--- src/rtl/gpio_wb_ctrl.sv ---
// gpio_wb_ctrl: Wishbone GPIO block. It has an output register with set and
// clear aliases, a synchronised input port, per-bit edge detection into a
// sticky W1C status register, and one registered level interrupt.
module gpio_wb_ctrl #(
  parameter int          IN_W        = 16,
  parameter int          OUT_W       = 32,
  parameter int          SYNC_STAGES = 2,
  parameter logic [31:0] OUT_RESET   = 32'h0
) (
  input  logic             clk,
  input  logic             rst,
  input  logic             wb_cyc_i,
  input  logic             wb_stb_i,
  input  logic             wb_we_i,
  input  logic [4:0]       wb_adr_i,
  input  logic [3:0]       wb_sel_i,
  input  logic [31:0]      wb_dat_i,
  output logic [31:0]      wb_dat_o,
  output logic             wb_ack_o,
  input  logic [IN_W-1:0]  gpio_i,
  output logic [OUT_W-1:0] gpio_o,
  output logic             irq_o
);

  // Word offsets of the register map (byte address bits [4:2]).
  typedef enum logic [2:0] {
    A_OUT  = 3'd0,
    A_IN   = 3'd1,
    A_EN   = 3'd2,
    A_MODE = 3'd3,
    A_STAT = 3'd4,
    A_SET  = 3'd5,
    A_CLR  = 3'd6
  } reg_addr_e;

  // The arm counter must hold SYNC_STAGES+1, which is at most 5.
  localparam int             ARM_W    = 3;
  localparam logic [ARM_W-1:0] ARM_LOAD = ARM_W'(SYNC_STAGES + 1);

  logic [OUT_W-1:0]                  out_q,  out_d;
  logic [IN_W-1:0]                   en_q,   en_d;
  logic [IN_W-1:0]                   mode_q, mode_d;
  logic [IN_W-1:0]                   stat_q, stat_d;
  logic [SYNC_STAGES-1:0][IN_W-1:0]  sync_q, sync_d;
  logic [IN_W-1:0]                   prev_q, prev_d;
  logic [ARM_W-1:0]                  arm_q,  arm_d;
  logic                              ack_q,  ack_d;
  logic                              irq_q,  irq_d;
  logic [31:0]                       dat_q,  dat_d;

  logic            req;
  logic            wr;
  reg_addr_e       addr;
  logic [31:0]     wmask;
  logic [31:0]     wdat;
  logic [31:0]     rdata;
  logic [IN_W-1:0] sync_last;
  logic [IN_W-1:0] evt;
  logic [IN_W-1:0] w1c;
  logic            unused_adr;

  // A held strobe is only accepted while no ack is out, so acks never repeat
  // on consecutive cycles.
  assign req       = wb_cyc_i & wb_stb_i & ~ack_q;
  assign wr        = req & wb_we_i;
  assign addr      = reg_addr_e'(wb_adr_i[4:2]);
  assign wmask     = {{8{wb_sel_i[3]}}, {8{wb_sel_i[2]}},
                      {8{wb_sel_i[1]}}, {8{wb_sel_i[0]}}};
  assign wdat      = wb_dat_i & wmask;
  assign sync_last = sync_q[SYNC_STAGES-1];
  assign unused_adr = ^wb_adr_i[1:0];

  // Edge detect with the mode that is in effect before this cycle's write.
  assign evt = (mode_q & prev_q & ~sync_last) | (~mode_q & sync_last & ~prev_q);

  // Read mux; unmapped and write-only offsets return 0.
  always_comb begin
    // NOTE: every combinational output gets a default first so no path leaves
    // it unassigned, which would infer a latch.
    rdata = '0;
    case (addr)
      A_OUT:   rdata[OUT_W-1:0] = out_q;
      A_IN:    rdata[IN_W-1:0]  = sync_last;
      A_EN:    rdata[IN_W-1:0]  = en_q;
      A_MODE:  rdata[IN_W-1:0]  = mode_q;
      A_STAT:  rdata[IN_W-1:0]  = stat_q;
      default: rdata = '0;
    endcase
  end

  // Next-state logic for registers, status, synchroniser and bus response.
  always_comb begin
    out_d  = out_q;
    en_d   = en_q;
    mode_d = mode_q;
    w1c    = '0;
    if (wr) begin
      case (addr)
        A_OUT:  out_d  = (out_q & ~wmask[OUT_W-1:0]) | wdat[OUT_W-1:0];
        A_EN:   en_d   = (en_q & ~wmask[IN_W-1:0]) | wdat[IN_W-1:0];
        A_MODE: mode_d = (mode_q & ~wmask[IN_W-1:0]) | wdat[IN_W-1:0];
        A_STAT: w1c    = wdat[IN_W-1:0];
        A_SET:  out_d  = out_q | wdat[OUT_W-1:0];
        A_CLR:  out_d  = out_q & ~wdat[OUT_W-1:0];
        default: ;
      endcase
    end

    // Set beats clear when an event and a W1C hit the same bit together.
    stat_d = (stat_q & ~w1c) | ((arm_q == '0) ? evt : '0);
    arm_d  = (arm_q == '0) ? '0 : arm_q - ARM_W'(1);

    sync_d = {sync_q[SYNC_STAGES-2:0], gpio_i};
    prev_d = sync_last;

    irq_d  = |(stat_q & en_q);
    ack_d  = req;
    dat_d  = (req & ~wb_we_i) ? rdata : 32'h0;
  end

  // State registers with synchronous reset.
  always_ff @(posedge clk) begin
    // NOTE: sequential state uses non-blocking assignments so every flop
    // samples pre-edge values regardless of statement order.
    if (rst) begin
      out_q  <= OUT_RESET[OUT_W-1:0];
      en_q   <= '0;
      mode_q <= '0;
      stat_q <= '0;
      // NOTE: the synchroniser is an ordinary flop chain, not a memory, so it
      // is reset to give the arm window a known starting point.
      sync_q <= '0;
      prev_q <= '0;
      arm_q  <= ARM_LOAD;
      ack_q  <= 1'b0;
      irq_q  <= 1'b0;
      dat_q  <= '0;
    end else begin
      out_q  <= out_d;
      en_q   <= en_d;
      mode_q <= mode_d;
      stat_q <= stat_d;
      sync_q <= sync_d;
      prev_q <= prev_d;
      arm_q  <= arm_d;
      ack_q  <= ack_d;
      irq_q  <= irq_d;
      dat_q  <= dat_d;
    end
  end

  assign wb_ack_o = ack_q;
  assign wb_dat_o = dat_q;
  assign gpio_o   = out_q;
  assign irq_o    = irq_q;

endmodule
--- config.mk ---
export PLATFORM = sky130hd
export DESIGN_NAME = gpio_wb_ctrl
export DESIGN_NICKNAME = d
export VERILOG_FILES = /design/src/rtl/gpio_wb_ctrl.sv
export SDC_FILE = /design/constraint.sdc
export NUM_CORES = 1
export LEC_CHECK = 0
export ABC_AREA = 1
export BUFFER_PORTS_ARGS = -buffer_cell sky130_fd_sc_hd__buf_2
export CORE_ASPECT_RATIO = 1.4
export CORE_MARGIN = 2
export CORE_UTILIZATION = 49
export CTS_CLUSTER_DIAMETER = 150
export DETAILED_ROUTE_END_ITERATION = 12
export PLACE_DENSITY = 0.8
export SLEW_MARGIN = 20
export SYNTH_ARGS = -nofsm -noshare
export SYNTH_HDL_FRONTEND = slang
export SYNTH_SLANG_ARGS = --single-unit
--- constraint.sdc ---
create_clock -name clk -period 1.3 [get_ports clk]
set_input_delay 0.13 -clock clk [delete_from_list [all_inputs] [get_ports clk]]
set_output_delay 0.13 -clock clk [all_outputs]
set_load 0.005 [all_outputs]
==> reports/results.txt, run 1 <==
outcome = complete, but fails checks
failing checks = negative hold slack, negative setup slack
share of cells above drive strength 1 = 21.38%
R2R cell count = 9
Fill cells = 1,120
fin crit share = 111.5%
top cell type's share of synthesized area = 50.39%
syn nets = 985
chip width = 101.8 um
Cell Pwr Density = 1256 nW/um^2
Inst Count DP = 1,229
Clock H-tree levels = 4
Synth Area in Compound Gates = 16.05%
post-route cell area = 8633 um^2
Max VDD drop = 806.3 uV
I/O pin cnt = 128
Logic pwr share = 7.8%
RSZ-0062 raised after global routing = true
GP Congestion = 0.8536
drt pass-1 iters = 5
Root Buffer = clkbuf_16
cell row count = 50
Worst setup SP type = flop
Min-Delay Startpoint = wb_dat_i[11]
Die Y = 140.9 um
DPL Wire Length = 12,240 um
Worst Path Required = 1640 ps
first-pass GRT wire length = 28,980 um
Ys Warns = 0
Setup crit end kind = flop
Synth Register Bits = 165
internal cell power = 8.315 mW
number of routed nets with antenna violations = 0
post-synthesis simple-gate area fraction = 24.09%
global route overflow = 0
proportion of synthesized area in mux cells = 0%
via/cell ratio = 5.112
Final Skew = 7.013 ps
Global Route Usage Sum = 25.71%
Synth Area in XOR/XNOR = 0%
Total Wirelength = 18,270 um
initial antenna violation count = 0
Worst Tran Pin Value = 333.6 ps
sequential share of power = 48.0%
WHS Path Cells = 3
sequential share of the synthesized area = 50.39%
DR vias = 6,574
Final Max Tran Viols = 0
count of cell types in the netlist = 23
core footprint = 13,200 um^2
Syn Area/Cell = 7.102 um^2
worst setup margin = -149.9 ps
Crit Path Class = flop to flop
Post-Syn Area = 6555 um^2
Post-layout nets = 1,153
largest net degree at the start of global routing = 54
P_sw = 2.531 mW
die footprint = 14,330 um^2
wire per inst = 14.21 um
Hold WC Path Type = primary input to flop
FF-to-FF End = gpio_o[7]$_SDFFE_PP0P_
ranking of synthesized cells by area = dfxtp_1, nand2_1, nor2_1
main combinational cell family by area after synthesis = simple AND/OR/NAND/NOR gates
TritonCTS clock tree = built
flop2flop setup slack = -150 ps
number of port buffers = 125
max frequency = 0.6897 GHz
final non-filler cell total = 1,286
area grow syn2layout = 31.70%
Max Cap Viol = 0
clock slew at reported path FFs = 60 ps
crit-path max FO = 6
Final Setup Violations = 72
total power = 10.85 mW
dpl cell area = 7675 um^2
initial DRC count = 398
R2R Path Start = wb_ack_o$_SDFF_PP0_
Sw Ratio = 23.33%
minimum clock period = 1450 ps
clock sink count = 165
number of global-route vias before repair = 6,191
Gate Count Post-Synth = 923
Fin Hold WS = -3.203 ps
Synth area leader = dfxtp_1
Num CTS Buffers = 17
clk_lat worst skew = 410 ps
Synth Area in Adders = 0%
Worst slew margin = 77.71%
CTS Buffer Depth = 2
leak pwr = 3.726 nW
DRC Markers = 0
Clock power frac = 44.1%
Critical Path AT = 1790 ps
Starting Density = 49.66%
ant diodes = 0
Fin. Hold Viols = 1
[logic make-up after synthesis]
group,Yosys count
simple gates,399
flops,165
compound gates,202
buf+inv,157
[critical path: stages (launching register included)]
cell	delay (ps)
dfxtp_2	320
inv_2	60
nand4_1	150
buf_4	210
inv_4	70
nand2_4	70
nor2_4	140
clkbuf_16	170
nand2_1	60
a21oi_1	130
[synth_stat cells]
master	number
nor2_1	150
o22ai_1	21
dfxtp_1	165
nand4_1	3
inv_2	5
clkbuf_1	21
o2bb2ai_1	1
buf_1	1
buf_6	1
nand3_1	21
nor2_4	1
nor3_2	1
o21ai_0	108
nand3_2	4
a21oi_4	1
nand2_2	3
buf_2	13
inv_1	114
nand2_1	215
a21oi_1	69
o21ai_1	2
buf_4	2
nor3_1	1
[placed cells by master, fill, tap and decap left out, types with 2 or more instances in the layout]
| cell type | netlist | final |
|---|---|---|
| o21ai_2 | 0 | 10 |
| nand3_1 | 21 | 21 |
| clkbuf_8 | 0 | 3 |
| a21oi_1 | 69 | 63 |
| buf_4 | 2 | 24 |
| dlygate4sd3_1 | 0 | 21 |
| nor2_1 | 150 | 146 |
| o22ai_1 | 21 | 21 |
| nand2_2 | 3 | 2 |
| nand4_1 | 3 | 3 |
| nor2_2 | 0 | 3 |
| a21oi_2 | 0 | 6 |
| inv_4 | 0 | 2 |
| clkinvlp_4 | 0 | 3 |
| inv_6 | 0 | 2 |
| nand3_2 | 4 | 4 |
| nand2_1 | 215 | 213 |
| buf_12 | 0 | 15 |
| clkbuf_16 | 0 | 18 |
| clkbuf_1 | 21 | 3 |
| dfxtp_1 | 165 | 164 |
| nor2_4 | 1 | 2 |
| clkinv_4 | 0 | 2 |
| buf_2 | 13 | 125 |
| o21ai_0 | 108 | 61 |
| inv_2 | 5 | 6 |
| inv_1 | 114 | 111 |
| nand2_4 | 0 | 3 |
| o21ai_1 | 2 | 39 |
[worst max-delay path by stage]
stage	startpoint	end	slack, ps	cells past startpoint
after floorplan	wb_ack_o$_SDFF_PP0_	flop	5	7
after global placement	wb_ack_o$_SDFF_PP0_	stat_q[3]$_SDFF_PP0_	-60	6
after detailed placement	wb_ack_o$_SDFF_PP0_	gpio_o[11]$_SDFFE_PP0P_	-80	8
after CTS	wb_ack_o$_SDFF_PP0_	gpio_o[1]$_SDFFE_PP0P_	-40	9
after global routing	wb_ack_o$_SDFF_PP0_	gpio_o[14]$_SDFFE_PP0P_	-210	9
final	wb_ack_o$_SDFF_PP0_	gpio_o[7]$_SDFFE_PP0P_	-150	9
[power groups by stage]
stage               logic (mW)  registers [mW]  clock network [mW]
floorplan                0.399            5.31                   0
global placement         0.730            5.32                   0
detailed placement       0.744            5.32                   0
CTS                      0.817            5.21                4.85
global route             0.934            5.22                5.05
finish                   0.851            5.21                4.78
[through the flow]
step	hold slack, ps	util [%]	setup WS, ps	TNS [ps]
after global placement	328.9	58.14	-60.31	-1719
after floorplan	234.3	-	4.808	0
after global routing	12.97	65.40	-209.5	-10530
after CTS	2.502	64.82	-38.46	-503.3
after detailed placement	336.9	58.14	-76.99	-2720
final	-3.203	65.40	-149.9	-5220
[layout make-up]
type / count / area (um^2) / area share (%)
Sequential cell: 165 / 3304 / 38.28
Clock buffer: 23 / 478.0 / 5.536
Inverter: 119 / 451.7 / 5.232
Clock inverter: 9 / 92.59 / 1.072
Timing Repair Buffer: 187 / 1353 / 15.67
Multi-Input combinational cell: 601 / 2726 / 31.58
Tap cell: 182 / 227.7 / 2.638
[what timing repair did]
| action | in CTS | in global routing |
|---|---|---|
| hold buffers | 21 | 0 |
| pin swaps | 3 | 1 |
| resized for setup | 28 | 56 |
| setup buffers | 3 | 0 |
| hold endpoints to repair | 19 | 0 |
| gates cloned | 1 | 1 |
| endpoints found under the setup margin | 76 | 95 |
[routing by layer]
metal  vias up  track usage [%]  wire, um
li1       3245                -         -
met1      3043            30.05      7162
met2       231            43.80      9119
met3        55            4.313      1096
met4         0            14.44       892
met5         -                0         0
Power figures use the tool's default switching activity.
==> run 2, diff against run 1 <==
--- a/config.mk
+++ b/config.mk
@@ -13,6 +13,7 @@
 export CTS_CLUSTER_DIAMETER = 150
 export DETAILED_ROUTE_END_ITERATION = 12
 export PLACE_DENSITY = 0.8
+export SETUP_SLACK_MARGIN = 0.3
 export SLEW_MARGIN = 20
 export SYNTH_ARGS = -nofsm -noshare
 export SYNTH_HDL_FRONTEND = slang
==> reports/results.txt, run 2 (synthesis gave the netlist of run 1 again) <==
outcome = complete, but fails checks (unchanged)
failing checks = negative setup slack (was negative hold slack, negative setup slack)
flop2flop setup slack = -160 ps (was -150 ps)
Setup crit end kind = flop (unchanged)
cell row count = 50 (unchanged)
RSZ-0062 raised after global routing = true (unchanged)
FF-to-FF End = gpio_o[3]$_SDFFE_PP0P_ (was gpio_o[7]$_SDFFE_PP0P_)
commonest non-fill, non-tap cells in the layout = nand2_1, nor2_1, dfxtp_1 (was nand2_1, dfxtp_1, nor2_1)
most common cell after layout, fill and taps aside = nand2_1 (unchanged)
die footprint = 14,330 um^2 (unchanged)
GP Congestion = 0.8808 (was 0.8536)
Worst slew margin = 65.68% (was 77.71%)
drt pass-1 iters = 6 (was 5)
Crit Path Class = flop to flop (unchanged)
Starting Density = 49.66% (unchanged)
Total Wirelength = 22,710 um (was 18,270 um)
clock sink count = 165 (unchanged)
Critical Path AT = 1810 ps (was 1790 ps)
via/cell ratio = 5.437 (was 5.112)
post-layout util = 75.81% (was 65.40%)
share of cells above drive strength 1 = 40.61% (was 21.38%)
global route overflow = 0 (unchanged)
chip width = 101.8 um (unchanged)
post-route cell area = 10,010 um^2 (was 8633 um^2)
minimum clock period = 1459 ps (was 1450 ps)
DRC Markers = 0 (unchanged)
Clock H-tree levels = 4 (unchanged)
total power = 11.64 mW (was 10.85 mW)
Fin. Hold Viols = 0 (was 1)
number of port buffers = 125 (unchanged)
R2R Path Start = wb_ack_o$_SDFF_PP0_ (unchanged)
WHS Path Cells = 3 (unchanged)
Worst Tran Pin Value = 514.8 ps (was 333.6 ps)
setup TNS = -5729 ps (was -5220 ps)
Worst setup SP type = flop (unchanged)
ant diodes = 0 (unchanged)
number of global-route vias before repair = 6,434 (was 6,191)
slowest CP cell = dfxtp_2 (unchanged)
R2R cell count = 10 (was 9)
number of routed nets with antenna violations = 0 (unchanged)
Final Max Tran Viols = 0 (unchanged)
dpl cell area = 7705 um^2 (was 7675 um^2)
Worst Path Required = 1650 ps (was 1640 ps)
delay-heaviest family, CP = buffers and inverters (unchanged)
CTS Buffer Depth = 2 (unchanged)
Num CTS Buffers = 17 (unchanged)
Final Skew = 12.73 ps (was 7.013 ps)
Max VDD drop = 909.7 uV (was 806.3 uV)
TritonCTS clock tree = built (unchanged)
CP max stage delay = 320 ps (about the same)
Post-layout nets = 1,221 (was 1,153)
leak pwr = 4.275 nW (was 3.726 nW)
Root Buffer = clkbuf_16 (unchanged)
core footprint = 13,200 um^2 (unchanged)
Fin Hold WS = 17.89 ps (was -3.203 ps)
largest net degree at the start of global routing = 42 (was 54)
Die Y = 140.9 um (unchanged)
Hold WC Path Type = primary input to flop (unchanged)
DR vias = 7,362 (was 6,574)
Max Cap Viol = 0 (unchanged)
worst setup margin = -159.5 ps (was -149.9 ps)
initial DRC count = 574 (was 398)
wire per inst = 16.77 um (was 14.21 um)
Final Setup Violations = 78 (was 72)
max frequency = 0.6852 GHz (was 0.6897 GHz)
CP bufs+invs = 5 (was 4)
worst-path cell chain = inv_2 > nand4_1 > buf_6 > inv_4 > nand2_4 > nor2_4 > buf_6 > buf_16 > nand2_1 > a21oi_1 (was inv_2 > nand4_1 > buf_4 > inv_4 > nand2_4 > nor2_4 > clkbuf_16 > nand2_1 > a21oi_1)
clock slew at reported path FFs = 60 ps (about the same)
Min-Delay Startpoint = wb_dat_i[1] (was wb_dat_i[11])
first-pass GRT wire length = 30,470 um (was 28,980 um)
clk_lat worst skew = 430 ps (was 410 ps)
I/O pin cnt = 128 (unchanged)
Cell Pwr Density = 1163 nW/um^2 (was 1256 nW/um^2)
Global Route Usage Sum = 26.75% (was 25.71%)
Fill cells = 841 (was 1,120)
DPL Wire Length = 11,550 um (was 12,240 um)
fin crit share = 112.3% (was 111.5%)
area grow syn2layout = 52.66% (was 31.70%)
crit-path max FO = 6 (unchanged)
initial antenna violation count = 0 (unchanged)
crit-path most repeated cell = buf_6
[run 2: worst max path at each step]
stage | from | endpoint | slack, ps | depth (start not counted)
4_1_cts | wb_ack_o$_SDFF_PP0_ | gpio_o[15]$_SDFFE_PP0P_ | -40 | 10
2_1_floorplan | wb_ack_o$_SDFF_PP0_ | flop | 20 | 7
3_5_place_dp | wb_ack_o$_SDFF_PP0_ | flop | -110 | 7
3_3_place_gp | wb_ack_o$_SDFF_PP0_ | flop | -60 | 7
5_1_grt | wb_ack_o$_SDFF_PP0_ | flop | -190 | 8
6_report | wb_ack_o$_SDFF_PP0_ | gpio_o[3]$_SDFFE_PP0P_ | -160 | 10
[run 2: report_power, final]
group | internal (mW) | switching, mW
logic | 0.425 | 0.639
clock network | 3.24 | 2.13
registers | 5.16 | 0.0494
total | 8.82 | 2.82
[run 2: stage by stage]
stage | worst slack [ps] | instances
global route | -186.7 | 1354
floorplan | 20.50 | 923
CTS | -35.92 | 1338
detailed placement | -105.6 | 1239
finish | -159.5 | 1354
global placement | -55.34 | 1239
[run 2: layout make-up]
type / instances / area (um^2) / area share, %
Sequential cell: 165 / 3376 / 33.73
Tap cell: 182 / 227.7 / 2.276
Clock inverter: 14 / 201.4 / 2.013
Inverter: 119 / 449.2 / 4.489
Clock buffer: 18 / 429.2 / 4.289
Timing Repair Buffer: 252 / 2029 / 20.28
Multi-Input combinational cell: 604 / 3294 / 32.92
[run 2: per-layer routing]
layer	vias up	part of all wire [%]	track usage (%)
li1	3385	-	-
met1	3361	36	30.85
met2	483	49	46.19
met3	133	8.0	5.949
met4	0	6.9	12.59
met5	-	0	0
[run 2: worst register-to-register path, stage by stage (launching register included)]
cell	delay, ps
dfxtp_2	320
inv_2	60
nand4_1	110
buf_6	170
inv_4	70
nand2_4	70
nor2_4	120
buf_6	130
buf_16	120
nand2_1	80
a21oi_1	130
[run 2: what timing repair did]
item | in CTS | in global routing
buffers inserted | 35 | 12
hold buffers | 27 | 0
cloned | 5 | 4
endpoints found under the hold margin | 28 | 0
endpoints found under the setup margin | 146 | 159
pin swaps | 15 | 34
gates resized for setup | 127 | 166
==> run 3, diff against run 2 <==
--- a/config.mk
+++ b/config.mk
@@ -9,10 +9,10 @@
 export BUFFER_PORTS_ARGS = -buffer_cell sky130_fd_sc_hd__buf_2
 export CORE_ASPECT_RATIO = 1.4
 export CORE_MARGIN = 2
-export CORE_UTILIZATION = 49
+export CORE_UTILIZATION = 59
 export CTS_CLUSTER_DIAMETER = 150
 export DETAILED_ROUTE_END_ITERATION = 12
-export PLACE_DENSITY = 0.8
+export PLACE_DENSITY = 0.89
 export SETUP_SLACK_MARGIN = 0.3
 export SLEW_MARGIN = 20
 export SYNTH_ARGS = -nofsm -noshare
==> constraint.sdc (replaced) <==
create_clock -name clk -period 1.85 [get_ports clk]
set_input_delay 0.185 -clock clk [delete_from_list [all_inputs] [get_ports clk]]
set_output_delay 0.185 -clock clk [all_outputs]
set_load 0.005 [all_outputs]
==> reports/results.txt, run 3 (synthesis gave the netlist of run 1 again) <==
Total Wirelength = 18,460 um (was 22,710 um)
setup TNS = 0 ps (was -5729 ps)
Global Route Usage Sum = 30.68% (was 26.75%)
Root Buffer = clkbuf_16 (unchanged)
chip width = 93.09 um (was 101.8 um)
die footprint = 11,980 um^2 (was 14,330 um^2)
Worst slew margin = 41.50% (was 65.68%)
minimum clock period = 1533 ps (was 1459 ps)
commonest non-fill, non-tap cells in the layout = nand2_1, dfxtp_1, nor2_1 (was nand2_1, nor2_1, dfxtp_1)
crit-path max FO = 16 (was 6)
largest net degree at the start of global routing = 83 (was 42)
clock slew at reported path FFs = 70 ps (was 60 ps)
core footprint = 10,870 um^2 (was 13,200 um^2)
busiest layer in global routing = met2 (unchanged)
number of global-route vias before repair = 6,246 (was 6,434)
Post-layout nets = 1,131 (was 1,221)
Final Setup Violations = 0 (was 78)
outcome = completed (was complete, but fails checks)
fin crit share = 82.88% (was 112.3%)
initial antenna violation count = 1 (was 0)
Min-Delay Startpoint = wb_dat_i[0] (was wb_dat_i[1])
final non-filler cell total = 1,224 (was 1,354)
leak pwr = 3.535 nW (was 4.275 nW)
total power = 7.579 mW (was 11.64 mW)
first-pass GRT wire length = 28,870 um (was 30,470 um)
post-route cell area = 8143 um^2 (was 10,010 um^2)
R2R Path Start = wb_ack_o$_SDFF_PP0_ (unchanged)
met1 usage = 34.74% (was 30.85%)
Sw Ratio = 24.74% (was 24.19%)
Logic pwr share = 7.0% (was 9.1%)
flop2flop setup slack = 320 ps (was -160 ps)
R2R cell count = 7 (was 10)
initial DRC count = 566 (was 574)
GP Congestion = 0.8817 (was 0.8808)
Starting Density = 60.32% (was 49.66%)
global route overflow = 0 (unchanged)
number of routed nets with antenna violations = 0 (unchanged)
Crit Path Class = flop to flop (unchanged)
most common cell after layout, fill and taps aside = nand2_1 (unchanged)
clk_lat worst skew = 420 ps (was 430 ps)
number of port buffers = 125 (unchanged)
sequential share of power = 48.3% (was 44.7%)
Fill cells = 768 (was 841)
RSZ-0062 raised after global routing = true (unchanged)
wire per inst = 15.08 um (was 16.77 um)
Fin. Hold Viols = 0 (unchanged)
Worst setup SP type = flop (unchanged)
via/cell ratio = 5.504 (was 5.437)
slowest CP cell = dfxtp_1 (was dfxtp_2)
clock sink count = 165 (unchanged)
internal cell power = 5.704 mW (was 8.825 mW)
Setup crit end kind = flop (unchanged)
I/O pin cnt = 128 (unchanged)
DRC Markers = 0 (unchanged)
Cell Pwr Density = 930.7 nW/um^2 (was 1163 nW/um^2)
drt pass-1 iters = 8 (was 6)
M3 GR Usage = 5.445% (was 5.949%)
Clock power frac = 44.7% (was 46.1%)
Max VDD drop = 681.3 uV (was 909.7 uV)
max frequency = 0.6522 GHz (was 0.6852 GHz)
Critical Path AT = 1830 ps (was 1810 ps)
cell row count = 45 (was 50)
P_sw = 1.875 mW (was 2.816 mW)
CP max stage delay = 330 ps (was 320 ps)
Max Cap Viol = 0 (unchanged)
DR vias = 6,737 (was 7,362)
Worst Tran Pin Value = 877.5 ps (was 514.8 ps)
DPL Wire Length = 11,910 um (was 11,550 um)
CP bufs+invs = 2 (was 5)
TritonCTS clock tree = built (unchanged)
dpl cell area = 7341 um^2 (was 7705 um^2)
Clock H-tree levels = 4 (unchanged)
share of cells above drive strength 1 = 18.85% (was 40.61%)
Hold WC Path Type = primary input to flop (unchanged)
Final Max Tran Viols = 0 (unchanged)
delay-heaviest family, CP = simple AND/OR/NAND/NOR gates (was buffers and inverters)
post-layout util = 74.93% (was 75.81%)
Worst Path Required = 2150 ps (was 1650 ps)
area grow syn2layout = 24.22% (was 52.66%)
worst-path cell chain = inv_1 > nand4_1 > buf_4 > nor2_2 > nand2_2 > o21ai_0 > a21oi_1 (was inv_2 > nand4_1 > buf_6 > inv_4 > nand2_4 > nor2_4 > buf_6 > buf_16 > nand2_1 > a21oi_1)
Final Skew = 10.10 ps (was 12.73 ps)
met2 usage = 52.13% (was 46.19%)
WHS Path Cells = 3 (unchanged)
CTS Buffer Depth = 2 (unchanged)
Die Y = 128.7 um (was 140.9 um)
Num CTS Buffers = 17 (unchanged)
Inst Count DP = 1,172 (was 1,239)
[run 3: what timing repair did]
item                                    CTS  global route
resized for setup                         6             7
buffers inserted                          1             1
hold buffers                             17             0
hold endpoints to repair                 17             0
pin swaps                                 0             1
endpoints found under the setup margin   33            30
[run 3: layout make-up]
class,instances,area (um^2),share of cell area (%)
Timing Repair Buffer,165,988.4,12.14
Clock buffer,17,425.4,5.224
Sequential cell,165,3303,40.57
Clock inverter,15,151.4,1.859
Multi-Input combinational cell,601,2649,32.53
Antenna cell,1,2.502,0.03073
Inverter,119,446.7,5.486
Tap cell,141,176.4,2.167
[run 3: worst max path at each step]
stage	startpoint	end	slack [ps]	cells after the start
floorplan	wb_ack_o$_SDFF_PP0_	flop	550	7
global placement	wb_ack_o$_SDFF_PP0_	flop	280	6
detailed placement	wb_ack_o$_SDFF_PP0_	flop	210	6
CTS	wb_ack_o$_SDFF_PP0_	gpio_o[10]$_SDFFE_PP0P_	410	9
global route	wb_ack_o$_SDFF_PP0_	flop	230	7
finish	wb_ack_o$_SDFF_PP0_	flop	320	7
[run 3: metal layers]
metal  vias to the layer above  wire length, um
li1                       3201                -
met1                      2995             6527
met2                       430             9051
met3                       111             1615
met4                         0             1263
met5                         -                0
[run 3: power by group through the flow]
stage,Combinational (mW),Sequential (mW),Clock (mW)
4_1_cts,0.509,3.66,3.41
5_1_grt,0.582,3.66,3.55
3_3_place_gp,0.461,3.73,0
3_5_place_dp,0.472,3.74,0
6_report,0.530,3.66,3.39
2_1_floorplan,0.280,3.73,0
[run 3: worst min-delay path: stages]
cell	delay, ps
buf_2	100
o21ai_0	80
nor2_1	80
[run 3: per-stage QoR]
stage | hold WS, ps | setup slack (ps)
finish | 51.58 | 316.7
global route | 57.45 | 235.0
CTS | 47.84 | 407.3
detailed placement | 392.7 | 207.2
global placement | 383.6 | 283.9
floorplan | 289.3 | 554.8
